--- src/rtl/piso_tx_if.sv ---
// piso_tx_if: load handshake and serial-side signals of the piso_tx transmitter.
// The producer drives through the master modport; the transmitter uses slave.
interface piso_tx_if #(
    parameter int WIDTH = 8
);
    logic [WIDTH-1:0] data_in;
    logic             load_valid;
    logic             load_ready;
    logic             ser_out;
    logic             ser_valid;
    logic             busy;
    logic             done;

    modport master (
        output data_in,
        output load_valid,
        input  load_ready,
        input  ser_out,
        input  ser_valid,
        input  busy,
        input  done
    );

    modport slave (
        input  data_in,
        input  load_valid,
        output load_ready,
        output ser_out,
        output ser_valid,
        output busy,
        output done
    );
endinterface

--- src/rtl/piso_tx.sv ---
// piso_tx: parallel-in serial-out transmitter, LSB first, one bit per clock.
// A word is accepted from the valid/ready handshake in IDLE, shifted out over
// WIDTH cycles, then a one-cycle done pulse is shown back in IDLE.
// Build option: define PIPO_TX_PARITY_EN to append an even-parity bit as the
// last frame bit (adds the PARITY state and the parity accumulator).
module piso_tx #(
    parameter int WIDTH = 8
) (
    input  logic       clk,
    input  logic       reset,
    piso_tx_if.slave   bus
);

    localparam int CNT_W = $clog2(WIDTH + 1);

    typedef enum logic [1:0] {
        S_IDLE   = 2'd0,
        S_SHIFT  = 2'd1
`ifdef PIPO_TX_PARITY_EN
        ,
        S_PARITY = 2'd2
`endif
    } state_t;

    state_t             r_state;
    state_t             w_next;
    logic [WIDTH-1:0]   r_shift;
    logic [CNT_W-1:0]   r_cnt;
    logic               r_done;
    logic               w_accept;
    logic               w_last_bit;
    logic               w_frame_end;
    logic               w_ser_out;
    logic               w_ser_valid;
`ifdef PIPO_TX_PARITY_EN
    logic               r_par;
`endif

    // State register; reset abandons any frame in progress.
    always_ff @(posedge clk or posedge reset) begin
        if (reset) begin
            r_state <= S_IDLE;
        end else begin
            r_state <= w_next;
        end
    end

    // Next-state decode and line outputs derived from state and flops only.
    always_comb begin
        w_next      = r_state;
        w_accept    = 1'b0;
        w_frame_end = 1'b0;
        w_ser_out   = 1'b0;
        w_ser_valid = 1'b0;
        w_last_bit  = (r_cnt == CNT_W'(WIDTH - 1));
        case (r_state)
            S_IDLE: begin
                // load_ready is high exactly in IDLE, so valid alone accepts.
                if (bus.load_valid) begin
                    w_accept = 1'b1;
                    w_next   = S_SHIFT;
                end
            end
            S_SHIFT: begin
                w_ser_out   = r_shift[0];
                w_ser_valid = 1'b1;
                if (w_last_bit) begin
`ifdef PIPO_TX_PARITY_EN
                    w_next      = S_PARITY;
`else
                    w_next      = S_IDLE;
                    w_frame_end = 1'b1;
`endif
                end
            end
`ifdef PIPO_TX_PARITY_EN
            S_PARITY: begin
                w_ser_out   = r_par;
                w_ser_valid = 1'b1;
                w_next      = S_IDLE;
                w_frame_end = 1'b1;
            end
`endif
            default: begin
                w_next = S_IDLE;
            end
        endcase
    end

    // Shift register, bit counter and parity: load on accept, advance in SHIFT.
    always_ff @(posedge clk or posedge reset) begin
        if (reset) begin
            r_shift <= '0;
            r_cnt   <= '0;
`ifdef PIPO_TX_PARITY_EN
            r_par   <= 1'b0;
`endif
        end else if (w_accept) begin
            r_shift <= bus.data_in;
            r_cnt   <= '0;
`ifdef PIPO_TX_PARITY_EN
            r_par   <= 1'b0;
`endif
        end else if (r_state == S_SHIFT) begin
            r_shift <= {1'b0, r_shift[WIDTH-1:1]};
            r_cnt   <= r_cnt + CNT_W'(1);
`ifdef PIPO_TX_PARITY_EN
            r_par   <= r_par ^ r_shift[0];
`endif
        end
    end

    // Done pulse: registered on the edge that leaves the last frame bit.
    always_ff @(posedge clk or posedge reset) begin
        if (reset) begin
            r_done <= 1'b0;
        end else begin
            r_done <= w_frame_end;
        end
    end

    assign bus.load_ready = (r_state == S_IDLE);
    assign bus.ser_out    = w_ser_out;
    assign bus.ser_valid  = w_ser_valid;
    assign bus.busy       = w_ser_valid;
    assign bus.done       = r_done;

endmodule

--- src/flat_wrapper.sv ---
// flat-port wrapper written by rule: the top's interface ports become plain ports
module piso_tx_flat 
#(
    parameter int WIDTH = 8
)
  (clk, reset, bus_data_in, bus_load_valid, bus_load_ready, bus_ser_out, bus_ser_valid, bus_busy, bus_done);
  piso_tx_if #(.WIDTH(WIDTH)) bus_i ();
  input  logic clk;
  input  logic reset;
  input wire logic [$bits(bus_i.data_in)-1:0] bus_data_in;
  input wire logic [$bits(bus_i.load_valid)-1:0] bus_load_valid;
  output wire logic [$bits(bus_i.load_ready)-1:0] bus_load_ready;
  output wire logic [$bits(bus_i.ser_out)-1:0] bus_ser_out;
  output wire logic [$bits(bus_i.ser_valid)-1:0] bus_ser_valid;
  output wire logic [$bits(bus_i.busy)-1:0] bus_busy;
  output wire logic [$bits(bus_i.done)-1:0] bus_done;
  assign bus_i.data_in = bus_data_in;
  assign bus_i.load_valid = bus_load_valid;
  assign bus_load_ready = bus_i.load_ready;
  assign bus_ser_out = bus_i.ser_out;
  assign bus_ser_valid = bus_i.ser_valid;
  assign bus_busy = bus_i.busy;
  assign bus_done = bus_i.done;
  piso_tx #(.WIDTH(WIDTH)) u_core (.clk(clk), .reset(reset), .bus(bus_i));
endmodule
--- config.mk ---
export PLATFORM = sky130hd
export DESIGN_NAME = piso_tx_flat
export DESIGN_NICKNAME = d
export VERILOG_FILES = /design/src/rtl/piso_tx_if.sv /design/src/rtl/piso_tx.sv /design/src/flat_wrapper.sv
export SDC_FILE = /design/constraint.sdc
export NUM_CORES = 1
export LEC_CHECK = 0
export BUFFER_PORTS_ARGS = -buffer_cell sky130_fd_sc_hd__buf_4
export CORE_ASPECT_RATIO = 1.25
export CORE_MARGIN = 5
export CORE_UTILIZATION = 35
export DETAILED_ROUTE_END_ITERATION = 8
export GPL_ROUTABILITY_DRIVEN = 0
export SLEW_MARGIN = 20
export SYNTH_ARGS = -nofsm -noshare
export SYNTH_HDL_FRONTEND = slang
export SYNTH_SLANG_ARGS = --single-unit
--- constraint.sdc ---
create_clock -name clk -period 1.3 [get_ports clk]
set_clock_uncertainty 0.2 [all_clocks]
set_input_delay 0.065 -clock clk [delete_from_list [all_inputs] [get_ports clk]]
set_output_delay 0.065 -clock clk [all_outputs]
set_load 0.01 [all_outputs]
After elaboration in Yosys (flattened, before gate mapping)

Cells that the tools add are included.

$add $sub $neg: 1
Equal/unequal tests: 4
Mux-type cells: 13
Reduce and logical (&&, ||, !) cells: 3

Operator list:

| operator                                                               | count |
|---|---|
| 8-bit two-way mux                                                      | 2 |
| 4-bit two-way mux                                                      | 2 |
| 1-bit two-way mux                                                      | 6 |
| 4-bit by 1-bit adder with 4-bit output (second input constant)         | 1 |
| 4-bit by 3-bit equality test with 1-bit output (second input constant) | 1 |
| 2-bit two-way mux                                                      | 2 |
| 2-bit one-hot mux with 2 select lines                                  | 1 |
| 2-bit by 1-bit equality test with 1-bit output (second input constant) | 1 |
| 2-bit zero test                                                        | 1 |
| 2-bit by 1-bit != test with 1-bit output (second input constant)       | 1 |
| 2-bit != test (second input constant)                                  | 1 |
| 2-bit AND reduction                                                    | 1 |
| 2-bit nonzero test                                                     | 1 |

Flip-flop bits (word level): 15
Output and inout bits: 5

Logic depth before layout (Yosys ltp)

Gate-level depths: netlist (run 1).

Word-level depth: 3
Gate-level depth with buffers: 4

Worst setup path before layout (run 1)

OpenSTA, ideal clock, no wires.

Path type: reg2reg
From: register u_core.r_state[0]
To: register u_core.r_cnt[3]
Required time: 1.017 ns
Data arrival time: 0.944 ns
Setup slack: 0.073 ns
Clock period less this slack: 1.227 ns
Path buffers: 0
Cell stages (with the launch flop): 4
Path through: dfrtp_1 inv_2 or3_1 o21ai_0

Longest elaborated chain between the ends: 3
Elaborated cells on any way between the ends: 5
Classes of those cells: eq/ne (1); mux (2); reduce/logical (2)

RTL lines:

| element                                                        | RTL line           | text |
|---|---|---|
| start: declaration                                             | piso_tx.sv:25      | `state_t r_state;` |
| start signal: assignment                                       | piso_tx.sv:44      | `r_state <= w_next;` |
| 2-bit zero test *                                              | --                 |  |
| named net bus_load_ready                                       | flat_wrapper.sv:12 | `output wire logic [$bits(bus_i.load_ready)-1:0] bus_load_ready;` |
| 1-bit two-way mux *                                            | piso_tx.sv:56      | `case (r_state)` |
| 4-bit two-way mux / 2-bit nonzero test (equally long branches) | --                 |  |
| end signal: assignment                                         | piso_tx.sv:106     | `r_cnt <= r_cnt + CNT_W'(1);` |
| end: declaration                                               | piso_tx.sv:28      | `logic [CNT_W-1:0] r_cnt;` |

The timed path passes the listed nets; every way through them passes the cells marked *.
A chain may end at the register's enable or synchronous reset.

Worst setup path in the final report (run 1)

From: register u_core.r_state[0]
To: output port bus_ser_out

Longest elaborated chain between the ends: 2

RTL lines:

| element                                        | RTL line           | text |
|---|---|---|
| 2-bit by 1-bit equality test with 1-bit output | piso_tx.sv:56      |  |
| 1-bit two-way mux                              | piso_tx.sv:56      |  |
| end: declaration                               | flat_wrapper.sv:13 | `output wire logic [$bits(bus_i.ser_out)-1:0] bus_ser_out;` |

Every way passes these cells.

==> flow_metrics.py, run 1 <==
metrics = {
    "logic_synthesis": {
        "ys_seq_area_share_pct": 55.4,
        "synth_top_area_cell": "dfrtp_1",
        "yosys_warnings": 0,
        "syn_inst": 63,
        "syn-num-nets": 75,
        "avgSynthCellArea_um2": 10.0,
        "synth.distinct_cells": 16,
        "netlist.area_leader.share_pct": 55.4,
        "synth-seq-cells": 14,
        "synth_area_um2": 632,
        "synth_area_leaders": "dfrtp_1 55%, mux2i_1 13%, o21ai_0 9.5%, nand2_1 7.1%, buf_4 3.6%",
    },
    "timing": {
        "setup_violations": 3,
        "timing.final.crit_share_pct": 102,
        "slew_headroom_pct": 64.1,
        "fin_ws_ns": -0.0308,
        "hold_viol": 0,
        "min_period_ns": 1.33,
        "clock.fmax_mhz": 751,
        "rsz0062_at_grt": "yes",
        "maxSlewViolCount": 0,
        "worst_slew_pin_slew_ns": 0.537,
    },
    "cts": {
        "cts.sinks": 14,
        "clkLatencyLatePin_ns": 0.28,
        "h-tree-depth": 1,
        "cts_buffers": 3,
        "root_buffer": "clkbuf_4",
        "cts_tree": "yes",
        "cts.clk_slew.worst_paths_ns": 0.09,
        "clk_path_buf_depth": 2,
    },
    "place": {
        "portBuffers": 15,
        "post_dp_cell_area_um2": 763,
        "dp_hpwl_um": 932,
        "place_ws_ns": 0.0416,
    },
    "detailed_routing": {
        "drt_pass1_iterations": 4,
        "vias_per_cell": 4.85,
        "drt_wl_total_um": 1320,
        "drc_errors": 0,
        "drtAntennaViolNets": 0,
        "wl_per_cell_um": 11.7,
        "route.vias.total": 543,
        "drtIter0Drc": 2,
    },
    "global_routing": {
        "grt_pass1_wl_um": 2380,
        "grt_use_total_pct": 12.1,
        "antenna_found_initial": 0,
        "grt_pass1_vias": 555,
        "grt_max_degree": 15,
        "grt_remaining_overflow": 0,
    },
    "cells_and_area": {
        "postLayoutCellArea_um2": 936,
        "diodes": 0,
        "nets": 106,
        "seqCellArea_um2": 352,
        "area_growth_pct": 48.1,
        "final_common_cell": "buf_4",
        "fill_cells": 173,
        "mostFrequentLayoutCells": "18 x buf_4, 13 x dfrtp_1, 12 x nand2_1",
        "multi_input_area_um2": 253,
        "layout-drive-gt1-share_pct": 31.2,
    },
    "critical_path": {
        "worst_setup_path_end_kind": "output pin",
        "setup.worst_path.start_class": "register",
        "critPathLaunch": "u_core.r_state[0]$_DFFE_PP0P_",
        "path_class": "register to output pin",
        "rrSetupSlack_ns": -0.01,
        "arrival_ns": 1.07,
        "r2r_cells": 4,
        "regToRegEndpoint": "u_core.r_cnt[3]$_DFFE_PP0P_",
        "cp_max_fo": 4,
        "worstPathRequired_ns": 1.03,
        "r2r_start": "u_core.r_state[0]$_DFFE_PP0P_",
        "endpoint": "bus_ser_out",
    },
    "floorplanning": {
        "die_area_um2": 2760,
        "coreArea_um2": 1740,
        "fp-row-count": 17,
        "die_height_um": 57.5,
        "ios": 16,
        "start_util_pct": 36.2,
        "die_w_um": 48.0,
    },
    "power_and_ir_drop": {
        "p_sw_share_pct": 34.2,
        "p_sw_mw": 0.588,
        "internal_power_mw": 1.13,
        "p_per_area_nw_per_um2": 1840,
        "clockPowerShare_pct": 18.5,
        "power_mw": 1.72,
        "p_leak_nw": 0.459,
        "seq_power_share_pct": 41.2,
        "vdd_drop_max_mv": 1.03,
        "p_comb_share_pct": 40.4,
    },
    "job": {
        "max_cap_violations": 0,
    },
    "hold_path": {
        "worstHoldPathType": "input port to async pin",
    },
    "outcome": {
        "violations": "setup timing",
        "status": "finished, violations left",
    },
}
==> synthesized netlist by cell type (all sizes together) <==
cell type and instances:
o21ai 12, dfrtp 14, inv 3, mux2i 8, or3 1, nor2 3
nand3 1, nand2 12, buf 4, nor2b 1, ha 1, and2 1
a21oi 1, nor3 1
==> stage by stage <==
stage,utilization (%),std cells,setup TNS [ns],hold WS (ns)
after CTS,53.2,112,-0.0658,0.188
after detailed placement,43.8,96,0,-0.0563
after floorplan,-,63,0,-0.246
after global routing,53.7,112,-0.222,0.233
after global placement,43.8,96,0,-0.0539
final,53.7,112,-0.0576,0.173
==> how the worst min path moves through the flow <==
stage	slack (ns)	end	from
floorplan	-0.25	u_core.bus.done$_DFF_PP0_	reset
global placement	-0.05	u_core.r_shift[4]$_DFFE_PP0P_	reset
detailed placement	-0.06	u_core.r_shift[5]$_DFFE_PP0P_	reset
CTS	0.19	u_core.r_shift[5]$_DFFE_PP0P_	reset
global route	0.23	u_core.r_shift[4]$_DFFE_PP0P_	reset
finish	0.17	u_core.r_shift[4]$_DFFE_PP0P_	reset
==> cells by family after synthesis <==
family                     count (synthesis)  synth area share, %
buffers and inverters                      7                 6.14
muxes                                      8                 12.7
AOI/OAI and AO/OA                         13                 10.3
DFF                                       14                 55.4
and+or+nand+nor                           20                 13.5
adders and majority gates                  1                 1.98
==> registers in the layout (all words and copies together), names as in the netlist <==
name and count:
u_core.bus.done 1, u_core.r_cnt 4, u_core.r_shift 8, u_core.r_state 1
==> critical path, cell delays in order, from the launching register on <==
cell,delay (ns)
dfrtp_2,0.43
buf_6,0.13
and2_4,0.13
buf_6,0.11
==> power groups by stage <==
| stage | Sequential, mW | Combinational, mW | Clock (mW) |
|---|---|---|---|
| final | 0.708 | 0.694 | 0.317 |
| after detailed placement | 0.721 | 0.577 | 0 |
| after global routing | 0.732 | 0.793 | 0.346 |
| after floorplan | 0.698 | 0.376 | 0 |
| after CTS | 0.704 | 0.690 | 0.323 |
| after global placement | 0.710 | 0.566 | 0 |
==> cell type report <==
cell class,count,share of cell area (%)
Timing Repair Buffer,30,27.5
Sequential cell,14,37.6
Clock buffer,4,3.88
Inverter,3,1.47
Tap cell,19,2.54
Multi-Input combinational cell,42,27.0
==> metal layers <==
metal / GRT usage [%] / vias up / share of wire, %
li1: - / 271 / -
met1: 15.7 / 253 / 44
met2: 18.3 / 17 / 48
met3: 4.73 / 2 / 7.1
met4: 3.46 / 0 / 0.76
met5: 0 / - / 0
==> repair_timing <==
item                                   in CTS  in global routing
endpoints found under the hold margin      23                  0
setup endpoints to repair                   3                  6
buffers inserted                            2                  0
gates resized for setup                     5                  3
hold buffers                               10                  0
pin swaps                                   1                  0
Power figures use the tool's default switching activity.
==> inputs of run 2 (changes only) <==
ABC_AREA = 0   (was default)
BUFFER_PORTS_ARGS = default   (was -buffer_cell sky130_fd_sc_hd__buf_4)
DONT_BUFFER_PORTS = 1   (was default)
==> run 2 against run 1 <==
- the run ends with hold timing left
- global-route usage fell by 2.3 points
- flip-flop and latch count unchanged
- die area unchanged
- critical path type unchanged
- critical endpoint is now bus_load_ready
- largest cell class unchanged
- highest routed layer unchanged
==> flow_metrics.py, run 2 (synthesized netlist as in run 1, its figures left out) <==
metrics = {
    "outcome": {
        "status": "finished, violations left",
        "violations": "hold timing",
    },
    "timing": {
        "timing.final.crit_share_pct": 95.9,
        "slew_headroom_pct": 64.3,
        "finalSetupTns_ns": 0,
        "holdWs_ns": -0.305,
        "fin_ws_ns": 0.0531,
        "maxSlewViolCount": 0,
        "min_period_ns": 1.25,
        "clock.fmax_mhz": 802,
        "worst_slew_pin_slew_ns": 0.535,
        "hold_viol": 13,
        "rsz0062_at_grt": "no",
        "setup_violations": 0,
    },
    "critical_path": {
        "path_buf_inv": 3,
        "worstPathRequired_ns": 1.03,
        "cp_max_fo": 5,
        "max_stage_delay_ns": 0.42,
        "cp_cell_sequence": "buf_6, inv_6, buf_6",
        "crit_family": "flip-flops",
        "setup.worst_path.start_class": "register",
        "path_common_cell": "buf_6",
        "r2r_cells": 3,
        "path_class": "register to output pin",
        "r2r_start": "u_core.r_cnt[0]$_DFFE_PP0P_",
        "regToRegEndpoint": "u_core.r_cnt[3]$_DFFE_PP0P_",
        "crit_slowest_cell": "dfrtp_2",
        "rrSetupSlack_ns": 0.10,
        "arrival_ns": 0.98,
        "worst_setup_path_end_kind": "output pin",
    },
    "cts": {
        "cts.sinks": 14,
        "hold_buffers": 9,
        "root_buffer": "clkbuf_4",
        "cts.clk_slew.worst_paths_ns": 0.08,
        "cts_tree": "yes",
        "h-tree-depth": 1,
        "cts_buffers": 3,
        "clk_path_buf_depth": 2,
        "clkLatencyLatePin_ns": 0.27,
    },
    "global_routing": {
        "antenna_found_initial": 0,
        "use_met3_pct": 3.15,
        "busiest_layer": "met1",
        "grt_remaining_overflow": 0,
        "grt_max_degree": 15,
        "grt_use_total_pct": 9.80,
        "grt_pass1_wl_um": 1900,
        "grt_use_met1_pct": 13.3,
        "grt_pass1_vias": 450,
        "met2_usage_pct": 12.7,
    },
    "detailed_routing": {
        "vias_per_cell": 4.96,
        "route.vias.total": 476,
        "wl_per_cell_um": 11.9,
        "drt_pass1_iterations": 4,
        "drtIter0Drc": 10,
        "drc_errors": 0,
        "drt_wl_total_um": 1140,
        "drtAntennaViolNets": 0,
    },
    "hold_path": {
        "whs_path_depth": 1,
        "worstHoldPathType": "input port to register",
        "holdPathEnd": "u_core.r_cnt[1]$_DFFE_PP0P_",
        "holdCritStartpoint": "bus_load_valid",
    },
    "power_and_ir_drop": {
        "p_leak_nw": 0.384,
        "vdd_drop_max_mv": 0.886,
        "p_per_area_nw_per_um2": 1950,
    },
    "cells_and_area": {
        "layout-drive-gt1-share_pct": 18.2,
        "largest_reg_flops": 8,
        "largest_registers": "u_core.r_shift: 8 flops, u_core.r_cnt: 4 flops",
        "nets": 90,
        "seqCellArea_um2": 352,
        "diodes": 0,
        "postLayoutCoreUtil_pct": 47.0,
        "postLayoutCellArea_um2": 820,
        "mostFrequentLayoutCells": "13 x dfrtp_1, 12 x nand2_1, 10 x o21ai_0",
        "area_growth_pct": 29.7,
        "final_common_cell": "dfrtp_1",
        "largest-register": "u_core.r_shift",
        "multi_input_area_um2": 253,
        "fill_cells": 183,
    },
    "job": {
        "max_cap_violations": 0,
    },
    "place": {
        "post_dp_cell_area_um2": 658,
        "portBuffers": 0,
        "place_ws_ns": 0.0752,
        "dp_hpwl_um": 832,
    },
    "floorplanning": {
        "fp-row-count": 17,
        "die_w_um": 48.0,
        "coreArea_um2": 1740,
        "start_util_pct": 36.2,
        "ios": 16,
        "die_area_um2": 2760,
        "die_height_um": 57.5,
    },
}
[run 2: cell count changes in the layout (fill, tap and decap cells not counted)]
cell           change
o21ai_1            +1
buf_4             -16
inv_6              +1
dlygate4sd3_1      -1
buf_6              +1
inv_4              -1
o21ai_0            -1
[run 2: per-stage QoR]
step | instances | hold WS [ns] | total power, mW
global placement | 82 | -0.177 | 1.18
global route | 96 | -0.324 | 1.75
floorplan | 63 | -0.246 | 1.07
finish | 96 | -0.305 | 1.60
CTS | 96 | -0.317 | 1.58
detailed placement | 82 | -0.167 | 1.20
[run 2: power by group]
group	leakage, nW	internal, mW	switching (mW)
logic	0.183	0.291	0.296
registers	0.180	0.598	0.109
clock network	0.0210	0.170	0.137
total	0.384	1.06	0.543
[run 2: worst max path at each step]
stage / from / to / slack (ns) / cells past startpoint
floorplan: u_core.r_state[0]$_DFFE_PP0P_ / u_core.r_cnt[3]$_DFFE_PP0P_ / 0.07 / 3
global placement: u_core.r_state[0]$_DFFE_PP0P_ / u_core.r_cnt[3]$_DFFE_PP0P_ / 0.07 / 3
detailed placement: u_core.r_state[0]$_DFFE_PP0P_ / u_core.r_cnt[3]$_DFFE_PP0P_ / 0.08 / 3
CTS: u_core.r_state[0]$_DFFE_PP0P_ / bus_ser_out / 0.004 / 2
global route: u_core.r_state[0]$_DFFE_PP0P_ / bus_load_ready / 0.003 / 3
finish: u_core.r_state[0]$_DFFE_PP0P_ / bus_load_ready / 0.05 / 3
[run 2: timing repair]
item | in CTS | in global routing
hold endpoints to repair | 27 | 13
setup buffers | 1 | 0
resized for setup | 3 | 8
gates cloned | 0 | 0
setup endpoints to repair | 1 | 5
pin swaps | 0 | 2
[run 2: area by class of cell]
type / instances / area share, %
Tap cell: 19 / 2.90
Sequential cell: 14 / 42.9
Clock buffer: 4 / 4.43
Multi-Input combinational cell: 42 / 30.8
Inverter: 3 / 1.98
Timing Repair Buffer: 14 / 16.9
[run 2: per-layer routing]
layer  wire length, um  vias to the layer above  part of all wire, %
li1                  -                      237                    -
met1               490                      222                   43
met2               540                       15                   47
met3                93                        2                  8.2
met4                14                        0                  1.2
met5                 0                        -                    0
[run 2: worst register-to-register path: cells and delay by family (launching register included)]
| kind | cells | cell delay, ns |
|---|---|---|
| AO/OA/AOI/OAI | 1 | 0.07 |
| flip-flops | 1 | 0.40 |
| AND/OR/NAND/NOR | 2 | 0.47 |
==> inputs of run 3 (changes only) <==
CAP_MARGIN = 20   (was default)
SETUP_SLACK_MARGIN = 0.4   (was default)
==> run 3 against run 2 <==
- the run still ends with hold timing left
- power is 20% higher
- via count is 3.4% higher
- count of clock-buffer cells in the layout unchanged
- clock power increased by 4%
- sequential power rose by 6.8%
- flip-flop and latch count unchanged
- register-to-register slack got worse by 0.07 ns
- combinational power up 44%
- die area unchanged
- critical path depth fell by 1
- wire length rose by 19%
- worst setup slack worse by 0.041 ns
- largest power group is now combinational logic
==> flow_metrics.py, run 3 (synthesized netlist as in run 1, its figures left out) <==
metrics = {
    "cts": {
        "cts_tree": "yes",
        "cts.clk_slew.worst_paths_ns": 0.08,
        "root_buffer": "clkbuf_4",
        "cts.sinks": 14,
        "clkLatencyLatePin_ns": 0.28,
        "clk_path_buf_depth": 2,
        "hold_buffers": 9,
        "h-tree-depth": 1,
        "cts_buffers": 3,
    },
    "global_routing": {
        "antenna_found_initial": 0,
        "grt_pass1_vias": 479,
        "grt_pass1_wl_um": 2210,
        "grt_max_degree": 15,
        "grt_remaining_overflow": 0,
        "grt_use_total_pct": 11.4,
    },
    "floorplanning": {
        "coreArea_um2": 1740,
        "start_util_pct": 36.2,
        "die_area_um2": 2760,
        "fp-row-count": 17,
        "die_height_um": 57.5,
        "die_w_um": 48.0,
        "ios": 16,
    },
    "power_and_ir_drop": {
        "power_mw": 1.92,
        "p_per_area_nw_per_um2": 2100,
        "vdd_drop_max_mv": 0.922,
        "p_leak_nw": 0.419,
    },
    "cells_and_area": {
        "largest_registers": "u_core.r_shift: 8 flops, u_core.r_cnt: 4 flops",
        "mostFrequentLayoutCells": "12 x dfrtp_1, 11 x o21ai_1, 10 x nand2_1",
        "fill_cells": 159,
        "area_growth_pct": 44.4,
        "nets": 96,
        "diodes": 0,
        "layout-drive-gt1-share_pct": 32.5,
        "postLayoutCellArea_um2": 912,
        "final_common_cell": "dfrtp_1",
        "largest-register": "u_core.r_shift",
        "largest_reg_flops": 8,
    },
    "detailed_routing": {
        "route.vias.total": 492,
        "drt_pass1_iterations": 4,
        "wl_per_cell_um": 13.3,
        "vias_per_cell": 4.82,
        "drt_wl_total_um": 1350,
        "drtIter0Drc": 13,
        "drc_errors": 0,
        "drtAntennaViolNets": 0,
    },
    "outcome": {
        "violations": "hold timing",
        "status": "finished, violations left",
    },
    "critical_path": {
        "setup.worst_path.start_class": "register",
        "cp_max_fo": 5,
        "r2r_start": "u_core.r_state[0]$_DFFE_PP0P_",
        "regToRegEndpoint": "u_core.r_cnt[3]$_DFFE_PP0P_",
        "worst_setup_path_end_kind": "output pin",
        "crit_slowest_cell": "dfrtp_2",
        "arrival_ns": 1.02,
        "rrSetupSlack_ns": 0.03,
        "cp_cell_sequence": "buf_8, and2_4",
        "r2r_cells": 3,
        "max_stage_delay_ns": 0.46,
        "path_class": "register to output pin",
        "worstPathRequired_ns": 1.03,
    },
    "place": {
        "portBuffers": 0,
        "dp_hpwl_um": 754,
        "post_dp_cell_area_um2": 654,
    },
    "timing": {
        "maxSlewViolCount": 0,
        "timing.final.crit_share_pct": 99.0,
        "worst_slew_pin_slew_ns": 0.312,
        "hold_viol": 13,
        "clock.fmax_mhz": 777,
        "slew_headroom_pct": 79.1,
        "holdWs_ns": -0.340,
        "rsz0062_at_grt": "yes",
        "min_period_ns": 1.29,
        "setup_violations": 0,
    },
    "hold_path": {
        "holdPathEnd": "u_core.r_cnt[1]$_DFFE_PP0P_",
        "whs_path_depth": 1,
        "worstHoldPathType": "input port to register",
        "holdCritStartpoint": "bus_load_valid",
    },
    "job": {
        "max_cap_violations": 0,
    },
}
## run 3: routing by layer
metal  vias to the layer above  track usage (%)  part of all wire, %
met2                        10             17.8                   52
met5                         -                0                    0
met1                       225             13.5                   40
met3                         5             1.89                  4.5
met4                         0             8.08                  3.4
li1                        252                -                    -
## run 3: critical path, delay by kind of cell, from the launching register on
kind	cells	cell delay [ns]
buf+inv	1	0.14
flops	1	0.46
simple gates	1	0.13
## run 3: through the flow
stage / worst slack (ns) / hold WS (ns) / cells / setup TNS (ns) / utilization (%)
2_1_floorplan: 0.170 / -0.246 / 63 / 0 / -
3_3_place_gp: 0.108 / -0.184 / 81 / 0 / 37.5
3_5_place_dp: 0.0760 / -0.185 / 81 / 0 / 37.5
4_1_cts: 0.0121 / -0.341 / 101 / 0 / 50.2
5_1_grt: -0.0365 / -0.330 / 102 / -0.0565 / 52.3
6_report: 0.0125 / -0.340 / 102 / 0 / 52.3
## run 3: cell type report
cell class	instances	area (um2)	share of cell area [%]
Clock buffer	4	36.3	3.98
Sequential cell	14	353	38.7
Timing Repair Buffer	20	195	21.4
Tap cell	19	23.8	2.61
Multi-Input combinational cell	42	289	31.7
Inverter	3	15.0	1.65
## run 3: worst max path at each step
stage | startpoint | cells past startpoint | to | slack, ns
floorplan | u_core.r_cnt[0]$_DFFE_PP0P_ | 3 | u_core.r_cnt[3]$_DFFE_PP0P_ | 0.17
global placement | u_core.r_cnt[0]$_DFFE_PP0P_ | 4 | u_core.r_state[0]$_DFFE_PP0P_ | 0.11
detailed placement | u_core.r_cnt[0]$_DFFE_PP0P_ | 4 | u_core.r_state[0]$_DFFE_PP0P_ | 0.08
CTS | u_core.r_state[0]$_DFFE_PP0P_ | 2 | bus_ser_out | 0.01
global route | u_core.r_state[0]$_DFFE_PP0P_ | 3 | u_core.r_cnt[3]$_DFFE_PP0P_ | -0.04
finish | u_core.r_state[0]$_DFFE_PP0P_ | 2 | bus_ser_out | 0.01
## run 3: power breakdown
group | switching, mW | leakage (nW) | internal [mW] | total, mW
Sequential | 0.154 | 0.179 | 0.601 | 0.755
Combinational | 0.378 | 0.219 | 0.468 | 0.846
Clock | 0.147 | 0.0210 | 0.171 | 0.318
## run 3: repair_timing
action	CTS	global route
pin swaps	2	3
resized for setup	12	8
hold endpoints to repair	27	13
setup endpoints to repair	19	33
setup buffers	7	1
